--- config.mk ---
export PLATFORM = sky130hd
export DESIGN_NAME = fetch_prefetch_unit
export DESIGN_NICKNAME = d
export VERILOG_FILES = /design/src/rtl/fetch_prefetch_unit.sv
export SDC_FILE = /design/constraint.sdc
export NUM_CORES = 1
export LEC_CHECK = 0
export CORE_ASPECT_RATIO = 0.8
export CORE_UTILIZATION = 35
export CTS_CLUSTER_SIZE = 16
export DETAILED_ROUTE_END_ITERATION = 7
export HOLD_SLACK_MARGIN = 0.12
export MAX_ROUTING_LAYER = met4
export PLACE_DENSITY = 0.68
export SYNTH_ARGS = -nofsm -noshare
export SYNTH_HDL_FRONTEND = slang
export SYNTH_SLANG_ARGS = --single-unit
export TNS_END_PERCENT = 10
--- constraint.sdc ---
create_clock -name i_clk -period 2.89 [get_ports i_clk]
set_clock_uncertainty 0.15 [all_clocks]
set_input_delay 0.578 -clock i_clk [delete_from_list [all_inputs] [get_ports i_clk]]
set_output_delay 0.578 -clock i_clk [all_outputs]
set_load 0.005 [all_outputs]
--- src/rtl/fetch_prefetch_unit.sv ---
// Instruction fetch front end: credit-limited request issue, in-order responses
// into a prefetch FIFO, and redirect flush that drops stale in-flight responses.
module fetch_prefetch_unit #(
  parameter int P_DATA_WIDTH      = 32,
  parameter int P_ADDR_WIDTH      = 11,
  parameter int P_FIFO_DEPTH      = 4,
  parameter int P_MAX_OUTSTANDING = 2,
  parameter int P_RESET_PC        = 0
) (
  input  logic                              i_clk,
  input  logic                              i_rst_n,
  output logic                              o_imem_req_valid,
  input  logic                              i_imem_req_ready,
  output logic [P_ADDR_WIDTH-1:0]           o_imem_req_addr,
  input  logic                              i_imem_rsp_valid,
  input  logic [P_DATA_WIDTH-1:0]           i_imem_rsp_data,
  input  logic                              i_redirect,
  input  logic [P_ADDR_WIDTH-1:0]           i_redirect_pc,
  output logic                              o_instr_valid,
  input  logic                              i_instr_ready,
  output logic [P_DATA_WIDTH-1:0]           o_instr,
  output logic [P_ADDR_WIDTH-1:0]           o_pc,
  output logic [P_ADDR_WIDTH-1:0]           o_pc4,
  output logic [$clog2(P_FIFO_DEPTH):0]     o_fifo_count
);

  localparam int L_PTR_W = $clog2(P_FIFO_DEPTH);
  localparam int L_CNT_W = L_PTR_W + 1;
  localparam int L_OUT_W = $clog2(P_MAX_OUTSTANDING + 1);
  localparam logic [31:0] L_DEPTH = P_FIFO_DEPTH;
  localparam logic [31:0] L_MAX_OUT = P_MAX_OUTSTANDING;
  localparam logic [P_ADDR_WIDTH-1:0] L_RESET_PC = P_RESET_PC[P_ADDR_WIDTH-1:0];
  localparam logic [P_ADDR_WIDTH-1:0] L_PC_STEP = P_ADDR_WIDTH'(4);

  typedef enum logic [0:0] {S_RUN = 1'b0, S_DRAIN = 1'b1} state_t;

  state_t                    r_state;
  state_t                    w_state_nxt;
  logic [P_ADDR_WIDTH-1:0]   r_req_pc;
  logic [P_ADDR_WIDTH-1:0]   r_head_pc;
  logic [L_PTR_W-1:0]        r_rd_ptr;
  logic [L_PTR_W-1:0]        r_wr_ptr;
  logic [L_CNT_W-1:0]        r_count;
  logic [L_OUT_W-1:0]        r_out_total;
  logic [L_OUT_W-1:0]        r_drop_cnt;
  logic [P_DATA_WIDTH-1:0]   r_mem [P_FIFO_DEPTH];

  logic [L_OUT_W-1:0]        w_live;
  logic                      w_credit_ok;
  logic                      w_out_ok;
  logic                      w_req_valid;
  logic                      w_accept;
  logic                      w_rsp;
  logic                      w_drop;
  logic                      w_push;
  logic                      w_instr_valid;
  logic                      w_pop;
  logic [L_OUT_W-1:0]        w_redir_drop;
  logic [P_ADDR_WIDTH-1:0]   w_redir_pc;
  logic                      w_unused_pc_lsb;

  // Credits count live in-flight requests so every live response has a free slot.
  assign w_live        = r_out_total - r_drop_cnt;
  assign w_credit_ok   = (32'(r_count) + 32'(w_live)) < L_DEPTH;
  assign w_out_ok      = 32'(r_out_total) < L_MAX_OUT;
  assign w_req_valid   = i_rst_n && !i_redirect && w_out_ok && w_credit_ok;
  assign w_accept      = w_req_valid && i_imem_req_ready;
  assign w_rsp         = i_imem_rsp_valid && (r_out_total != '0);
  assign w_drop        = w_rsp && (r_drop_cnt != '0);
  assign w_push        = w_rsp && !w_drop;
  assign w_instr_valid = (r_count != '0);
  assign w_pop         = w_instr_valid && i_instr_ready;
  assign w_redir_drop  = r_out_total - L_OUT_W'(w_rsp);
  assign w_redir_pc    = {i_redirect_pc[P_ADDR_WIDTH-1:2], 2'b00};
  assign w_unused_pc_lsb = ^i_redirect_pc[1:0];

  assign o_imem_req_valid = w_req_valid;
  assign o_imem_req_addr  = r_req_pc;
  assign o_instr_valid    = w_instr_valid;
  assign o_instr          = w_instr_valid ? r_mem[r_rd_ptr] : '0;
  assign o_pc             = r_head_pc;
  assign o_pc4            = r_head_pc + L_PC_STEP;
  assign o_fifo_count     = r_count;

  always_ff @(posedge i_clk or negedge i_rst_n) begin
    if (!i_rst_n) begin
      r_state <= S_RUN;
    end else begin
      r_state <= w_state_nxt;
    end
  end

  always_comb begin
    w_state_nxt = r_state;
    case (r_state)
      S_RUN: begin
        if (i_redirect && (w_redir_drop != '0)) w_state_nxt = S_DRAIN;
        else                                    w_state_nxt = S_RUN;
      end
      S_DRAIN: begin
        if (i_redirect)                                          w_state_nxt = (w_redir_drop != '0) ? S_DRAIN : S_RUN;
        else if (w_drop && (r_drop_cnt == L_OUT_W'(1)))          w_state_nxt = S_RUN;
        else                                                     w_state_nxt = S_DRAIN;
      end
      default: w_state_nxt = S_RUN;
    endcase
  end

  // Redirect outranks issue, push and pop; the same-cycle response is counted stale.
  always_ff @(posedge i_clk or negedge i_rst_n) begin
    if (!i_rst_n) begin
      r_req_pc    <= L_RESET_PC;
      r_head_pc   <= L_RESET_PC;
      r_rd_ptr    <= '0;
      r_wr_ptr    <= '0;
      r_count     <= '0;
      r_out_total <= '0;
      r_drop_cnt  <= '0;
    end else if (i_redirect) begin
      r_req_pc    <= w_redir_pc;
      r_head_pc   <= w_redir_pc;
      r_rd_ptr    <= '0;
      r_wr_ptr    <= '0;
      r_count     <= '0;
      r_out_total <= w_redir_drop;
      r_drop_cnt  <= w_redir_drop;
    end else begin
      if (w_accept) r_req_pc <= r_req_pc + L_PC_STEP;
      if (w_drop)   r_drop_cnt <= r_drop_cnt - L_OUT_W'(1);
      if (w_push)   r_wr_ptr <= r_wr_ptr + L_PTR_W'(1);
      if (w_pop) begin
        r_rd_ptr  <= r_rd_ptr + L_PTR_W'(1);
        r_head_pc <= r_head_pc + L_PC_STEP;
      end
      r_out_total <= r_out_total + L_OUT_W'(w_accept) - L_OUT_W'(w_rsp);
      r_count     <= r_count + L_CNT_W'(w_push) - L_CNT_W'(w_pop);
    end
  end

  always_ff @(posedge i_clk) begin
    if (w_push && !i_redirect) r_mem[r_wr_ptr] <= i_imem_rsp_data;
  end

endmodule

# ---- Word level (Yosys, flattened, before mapping)
# Memories as Yosys holds them, arrays and structs flattened.
# Cells that the tools add are included.
dict set report word_totals {
  ff_bits 33
  ram_bits 128
  input_bits 49
  out_inout_bits 70
  elab_cells 55
  mem_count 1
}
# memory depth width read_ports rd_ports_with_merged_regs wr line
set mem_list {}
lappend mem_list {r_mem 4 32 1 0 1 46} ;# logic [P_DATA_WIDTH-1:0] r_mem [P_FIFO_DEPTH];
dict set report classes {
  n_addsub 12
  n_lt_le_gt_ge 2
  mux 15
  n_reduce_logical 18
}
# cell n
set ops {}
lappend ops {{$mux W11} 4}
lappend ops {{$mux W32} 1}
lappend ops {{$add A11 B3 Y11 const B} 2}
lappend ops {{$mux W2} 7}
lappend ops {{$reduce_bool A2 Y1} 6}
lappend ops {{$logic_and A1 B1 Y1} 9}
lappend ops {{$add A2 B1 Y2 const B} 2}
lappend ops {{$add A3 B2 Y4} 1}
lappend ops {{$lt A4 B3 Y1 const B} 1}
lappend ops {{$sub A2 B1 Y2} 2}
lappend ops {{$add A3 B1 Y3} 1}
lappend ops {{$mux W3} 1}
lappend ops {{$reduce_bool A3 Y1} 1}
lappend ops {{$sub A3 B1 Y3} 1}
lappend ops {{$add A2 B1 Y2} 1}
lappend ops {{$logic_not A1 Y1} 2}
lappend ops {{$lt A2 B2 Y1 const B} 1}
lappend ops {{$mux W1} 2}
lappend ops {{$sub A2 B1 Y2 const B} 1}
lappend ops {{$sub A2 B2 Y2} 1}

# ---- Longest topological paths before layout
# Gate-level depths: netlist (run 1).
dict set report logic_depth {
  depth_word 8
  depth_mapped 14
}

# ---- Least setup slack after synthesis (run 1)
# No wires, ideal clock.
dict set report synth_path {
  path_kind {register to register}
  startpoint {register r_out_total[0]}
  endpoint {register r_out_total[1]}
  setup_ns 0.079
  arrival_ns 2.612
  setup_slack_ns 0.049
  path_stages_with_launch 15
  period_less_slack_ns 2.841
  path_cell_list {dfrtp_1 -> inv_1 -> ha_1 -> xnor2_1 -> xnor2_1 -> ha_1 -> nor4b_4 -> nand4_4 -> buf_2 -> ha_1 -> inv_1 -> ha_1 -> xnor2_1 -> o21ai_0 -> xor2_1}
}
dict set report synth_between {
  elab_chain_cells 8
}
# element line
set synth_rtl {}
lappend synth_rtl {{from (decl)} 44} ;# logic [L_OUT_W-1:0] r_out_total;
lappend synth_rtl {{from (signal assigned)} 125} ;# r_out_total <= w_redir_drop;
lappend synth_rtl {{from (signal assigned)} 135} ;# r_out_total <= r_out_total + L_OUT_W'(w_accept) - L_OUT_W'(w_rsp);
lappend synth_rtl {{$sub A2 B2 Y2} 63} ;# assign w_live = r_out_total - r_drop_cnt;
lappend synth_rtl {{$add A3 B2 Y4} 64} ;# assign w_credit_ok = (32'(r_count) + 32'(w_live)) < L_DEPTH;
lappend synth_rtl {{$lt A4 B3 Y1} 64}
lappend synth_rtl {{$logic_and A1 B1 Y1} 66} ;# assign w_req_valid = i_rst_n && !i_redirect && w_out_ok && w_credit_ok;
lappend synth_rtl {{$logic_and A1 B1 Y1} 67} ;# assign w_accept = w_req_valid && i_imem_req_ready;
lappend synth_rtl {{$add A2 B1 Y2} 135}
lappend synth_rtl {{$sub A2 B1 Y2} 135}
lappend synth_rtl {{$mux W2 *} 119} ;# end else if (i_redirect) begin
# Every way passes the cells marked *; elsewhere a longest branch is shown, timed or not.
# A chain may end at the register's enable or synchronous reset.

# ---- Worst setup path in the final report (run 1)
dict set report layout_path {
  startpoint {register r_drop_cnt[0]}
  endpoint {output port o_imem_req_valid}
}
dict set report layout_between {
  elab_chain_cells 4
}
# element line
set layout_rtl {}
lappend layout_rtl {{from (decl)} 45} ;# logic [L_OUT_W-1:0] r_drop_cnt;
lappend layout_rtl {{from (signal assigned)} 126} ;# r_drop_cnt <= w_redir_drop;
lappend layout_rtl {{from (signal assigned)} 129} ;# if (w_drop) r_drop_cnt <= r_drop_cnt - L_OUT_W'(1);
lappend layout_rtl {{$sub A2 B2 Y2} 63}
lappend layout_rtl {{$add A3 B2 Y4} 64}
lappend layout_rtl {{$lt A4 B3 Y1} 64}
lappend layout_rtl {{$logic_and A1 B1 Y1} 66}
lappend layout_rtl {{to (decl)} 12} ;# output logic o_imem_req_valid,
# Every way passes these cells.

==> impl_metrics.csv, run 1 <==
group,metric,value,unit
synthesis,synth-edff-count,128,
global_routing,antenna_found_initial,0,
outcome,violations,"negative setup slack",
finish,post-route-util,49.4,%
placed_design,place.gp.congestion,0.875,
routing,drtPass1Iterations,4,
timing,slew_viol_final,0,
global_routing,grt_pass1_vias,4074,
floorplanning,fp.dieH,126,um
clock_tree,cts-root-buf,"clkbuf_16",
synthesis,yosys.area_share.simple,8.41,%
power_and_ir_drop,power_frac_clock,30.4,%
routing,vias,3970,
synthesis,synth-compound-area-share,3.22,%
global_routing,grt_max_degree,31,
clock_tree,cts.reportedPaths.clkPinSlew,60,ps
floorplanning,top_level_ports,119,
routing,route.detailed.drc,0,
synthesis,yosysWarnings,0,
floorplanning,die_x,157,um
power_and_ir_drop,irDropWorstVdd,0.502,mV
synthesis,synth_cells,403,
synthesis,ys_seq_elements,157,
synthesis,synthArstFlopShare,18.5,%
routing,routedWlPerCell,17.6,um
timing,hold_violations,0,
finish,synthToLayoutAreaGrowth,35.8,%
timing,layout_setup_ws,-3.02,ps
routing,drt-initial-drc-count,268,
timing,max_freq,346,MHz
global_routing,grt_overflow,0,
placed_design,io_buffers,110,
flow_run,cap_violations,0,
global_routing,grt_pass1_wl,22.4,mm
clock_tree,clk_latency,420,ps
routing,routed_wirelength,14.3,mm
floorplanning,rows,44,
timing,timing.final.crit_period,2890,ps
power_and_ir_drop,pwr_density_cell,833,nW/um^2
synthesis,synth_area_leaders,"edfxtp_1 (57%), dfrtp_1 (11%), mux4_2 (11%), nor2b_1 (3.2%), ha_1 (2.6%)",
synthesis,yosys.area.top_type,"edfxtp_1",
setup_path,cp.arrival,2170,ps
timing,rsz0062_at_grt,"true",
power_and_ir_drop,p_sw,2100,uW
floorplanning,start_util,36.4,%
power_and_ir_drop,seqPwrFrac,36.3,%
routing,vias_per_cell,4.88,
synthesis,synth_fa_ha_area_share,2.90,%
finish,antenna_cells,0,
synthesis,synth_cell_types,44,
clock_tree,htreeDepth,4,
finish,num-nets-final,612,
power_and_ir_drop,p_comb_share,33.3,%
placed_design,dp_hpwl,9.31,mm
routing,antenna_left,0,
worst_hold_path,hold_path_class,"flop to flop",
power_and_ir_drop,p_int,5510,uW
synthesis,synth_area,6720,um^2
synthesis,netlist.area_leader.share,57.2,%
power_and_ir_drop,p_leak,0.00337,uW
floorplanning,dieArea,19800,um^2
clock_tree,postCtsHoldBufs,0,
clock_tree,clockBufferDepth,2,
setup_path,startpoint_type,"flop",
setup_path,crit_required,2160,ps
synthesis,synthFlopType,"edfxtp_1",
finish,drive_gt1_share,20.9,%
floorplanning,core,18500,um^2
setup_path,crit_path_end_kind,"output pin",
timing,hold_slack,371,ps
synthesis,synth_mux_area_share,11.5,%
global_routing,track_usage,15.9,%
placed_design,dp_cells,775,
finish,stdcell_count,814,
clock_tree,cts.sinks,157,
clock_tree,cts_buffers,17,
synthesis,synth_top_family_by_area,"multiplexers",
synthesis,syn_area_per_cell,16.7,um^2
setup_path,rrSetupSlack,80,ps
timing,setup_viol,1,
timing,period_share,100,%
synthesis,ys_seq_area_share,68.0,%
setup_path,critPathMaxFanout,3,
setup_path,worstSetupPathType,"flop to output pin",
power_and_ir_drop,switching_share,27.6,%
synthesis,synth_xor_area_share,3.39,%
outcome,status,"complete, but fails checks",
clock_tree,cts_tree,"built",
-- synth_stat cells (all sizes together), types with 2 or more instances --
cell,count
a21oi,3
mux4,32
buf,12
xnor2,15
nor3,7
and2,5
nand4,2
nor4,2
mux2,3
nand2,19
nor2b,34
xor2,11
a221o,3
o21ai,12
mux2i,2
nor2,14
and3,3
nand3,7
nor3b,2
edfxtp,128
inv,13
dfrtp,29
clkbuf,11
ha,14
o311ai,4
-- state kept, by name, summed over array words and instances, names as in the netlist --
signal and count:
o_pc 9, r_rd_ptr 2, r_wr_ptr 2, r_mem 128, o_fifo_count 3, r_drop_cnt 2
r_out_total 2, o_imem_req_addr 9
-- metrics by stage --
step                      area [um^2]  setup WS (ps)  total power (uW)  TNS [ps]
after floorplan                  6740           48.8              4040         0
final                            9130          -3.02              7610     -3.02
after detailed placement         8370           42.6              5320         0
after global placement           8370            127              5270         0
after CTS                        9080          -57.0              7660      -234
after global routing             9130          -90.9              8030      -196
-- per-layer routing --
metal / wire length, um / track usage, %
met3: 664 / 3.82
met5: 0 / -
met2: 7080 / 25.0
met4: 246 / 5.59
met1: 6330 / 20.0
-- cells by family (layout without fill, tap and decap cells) --
logic type | Yosys count | after routing
other | 1 | 6
AO/OA/AOI/OAI | 30 | 30
AND/OR/NAND/NOR | 100 | 100
XOR/XNOR | 26 | 26
adder cells (fa/ha/maj) | 15 | 15
flip-flops | 157 | 157
buffers and inverters | 37 | 190
multiplexers | 37 | 37
-- layout by cell type (no fill, tap or decap), types with 13 or more instances in the layout --
cell type          n
nand2_1           19
nor2_1            14
dlygate4sd2_1     24
buf_4             21
edfxtp_1         128
dfrtp_1           27
nor2b_1           34
clkdlybuf4s50_1   77
mux4_2            32
clkbuf_16         19
xnor2_1           13
-- worst max-delay path, stage by stage (launching register included) --
cell	delay (ps)
dfrtp_1	420
ha_4	180
xnor2_2	140
xnor2_2	150
ha_2	200
nor4b_4	230
and3_1	210
clkdlybuf4s15_2	210
-- final timing paths --
| check | start | to | depth (start not counted) |
|---|---|---|---|
| worst max-delay path | r_drop_cnt[0]$_DFFE_PN0P_ | o_imem_req_valid | 7 |
| worst min-delay path | o_imem_req_addr[10]$_DFFE_PN0P_ | o_imem_req_addr[10]$_DFFE_PN0P_ | 1 |
| worst max register to register | r_drop_cnt[0]$_DFFE_PN0P_ | r_out_total[1]$_DFF_PN0_ | 14 |
| worst min register to register | o_imem_req_addr[10]$_DFFE_PN0P_ | o_imem_req_addr[10]$_DFFE_PN0P_ | 1 |
| max in group asynchronous | i_rst_n | r_rd_ptr[1]$_DFFE_PN0N_ | 2 |
| min in group asynchronous | i_rst_n | o_fifo_count[0]$_DFF_PN0_ | 2 |
-- layout make-up --
cell class                 instances  area (um^2)
clock buffer                      23          490
multi-input combinational        214         2060
sequential                       157         4570
timing repair buffer             144         1510
inverter                          14         52.6
clock inverter                     9          133
fill                            1583         9370
tap                              253          317
-- power by group through the flow --
stage	clock [uW]	sequential [uW]	combinational [uW]
final	2320	2760	2530
after global routing	2460	2780	2790
after detailed placement	0	2790	2530
after global placement	0	2780	2490
after CTS	2360	2750	2550
after floorplan	0	2770	1270
-- what timing repair did --
item | CTS | global route
setup buffers | 6 | 0
setup endpoints to repair | 36 | 17
pin swaps | 4 | 3
resized for setup | 36 | 15
gates cloned | 1 | 0
Note: power is estimated with default switching activity, not from simulation.
==> run 2: changes to the inputs <==
- HOLD_SLACK_MARGIN: 0.12 -> 0.02
==> results of run 2 <==
No change in the layout: final DEF, timing and power equal those of run 1.
==> run 3: changes to the inputs <==
- CAP_MARGIN: default -> 20
==> results of run 3 <==
No change in the layout: final DEF, timing and power equal those of run 1.
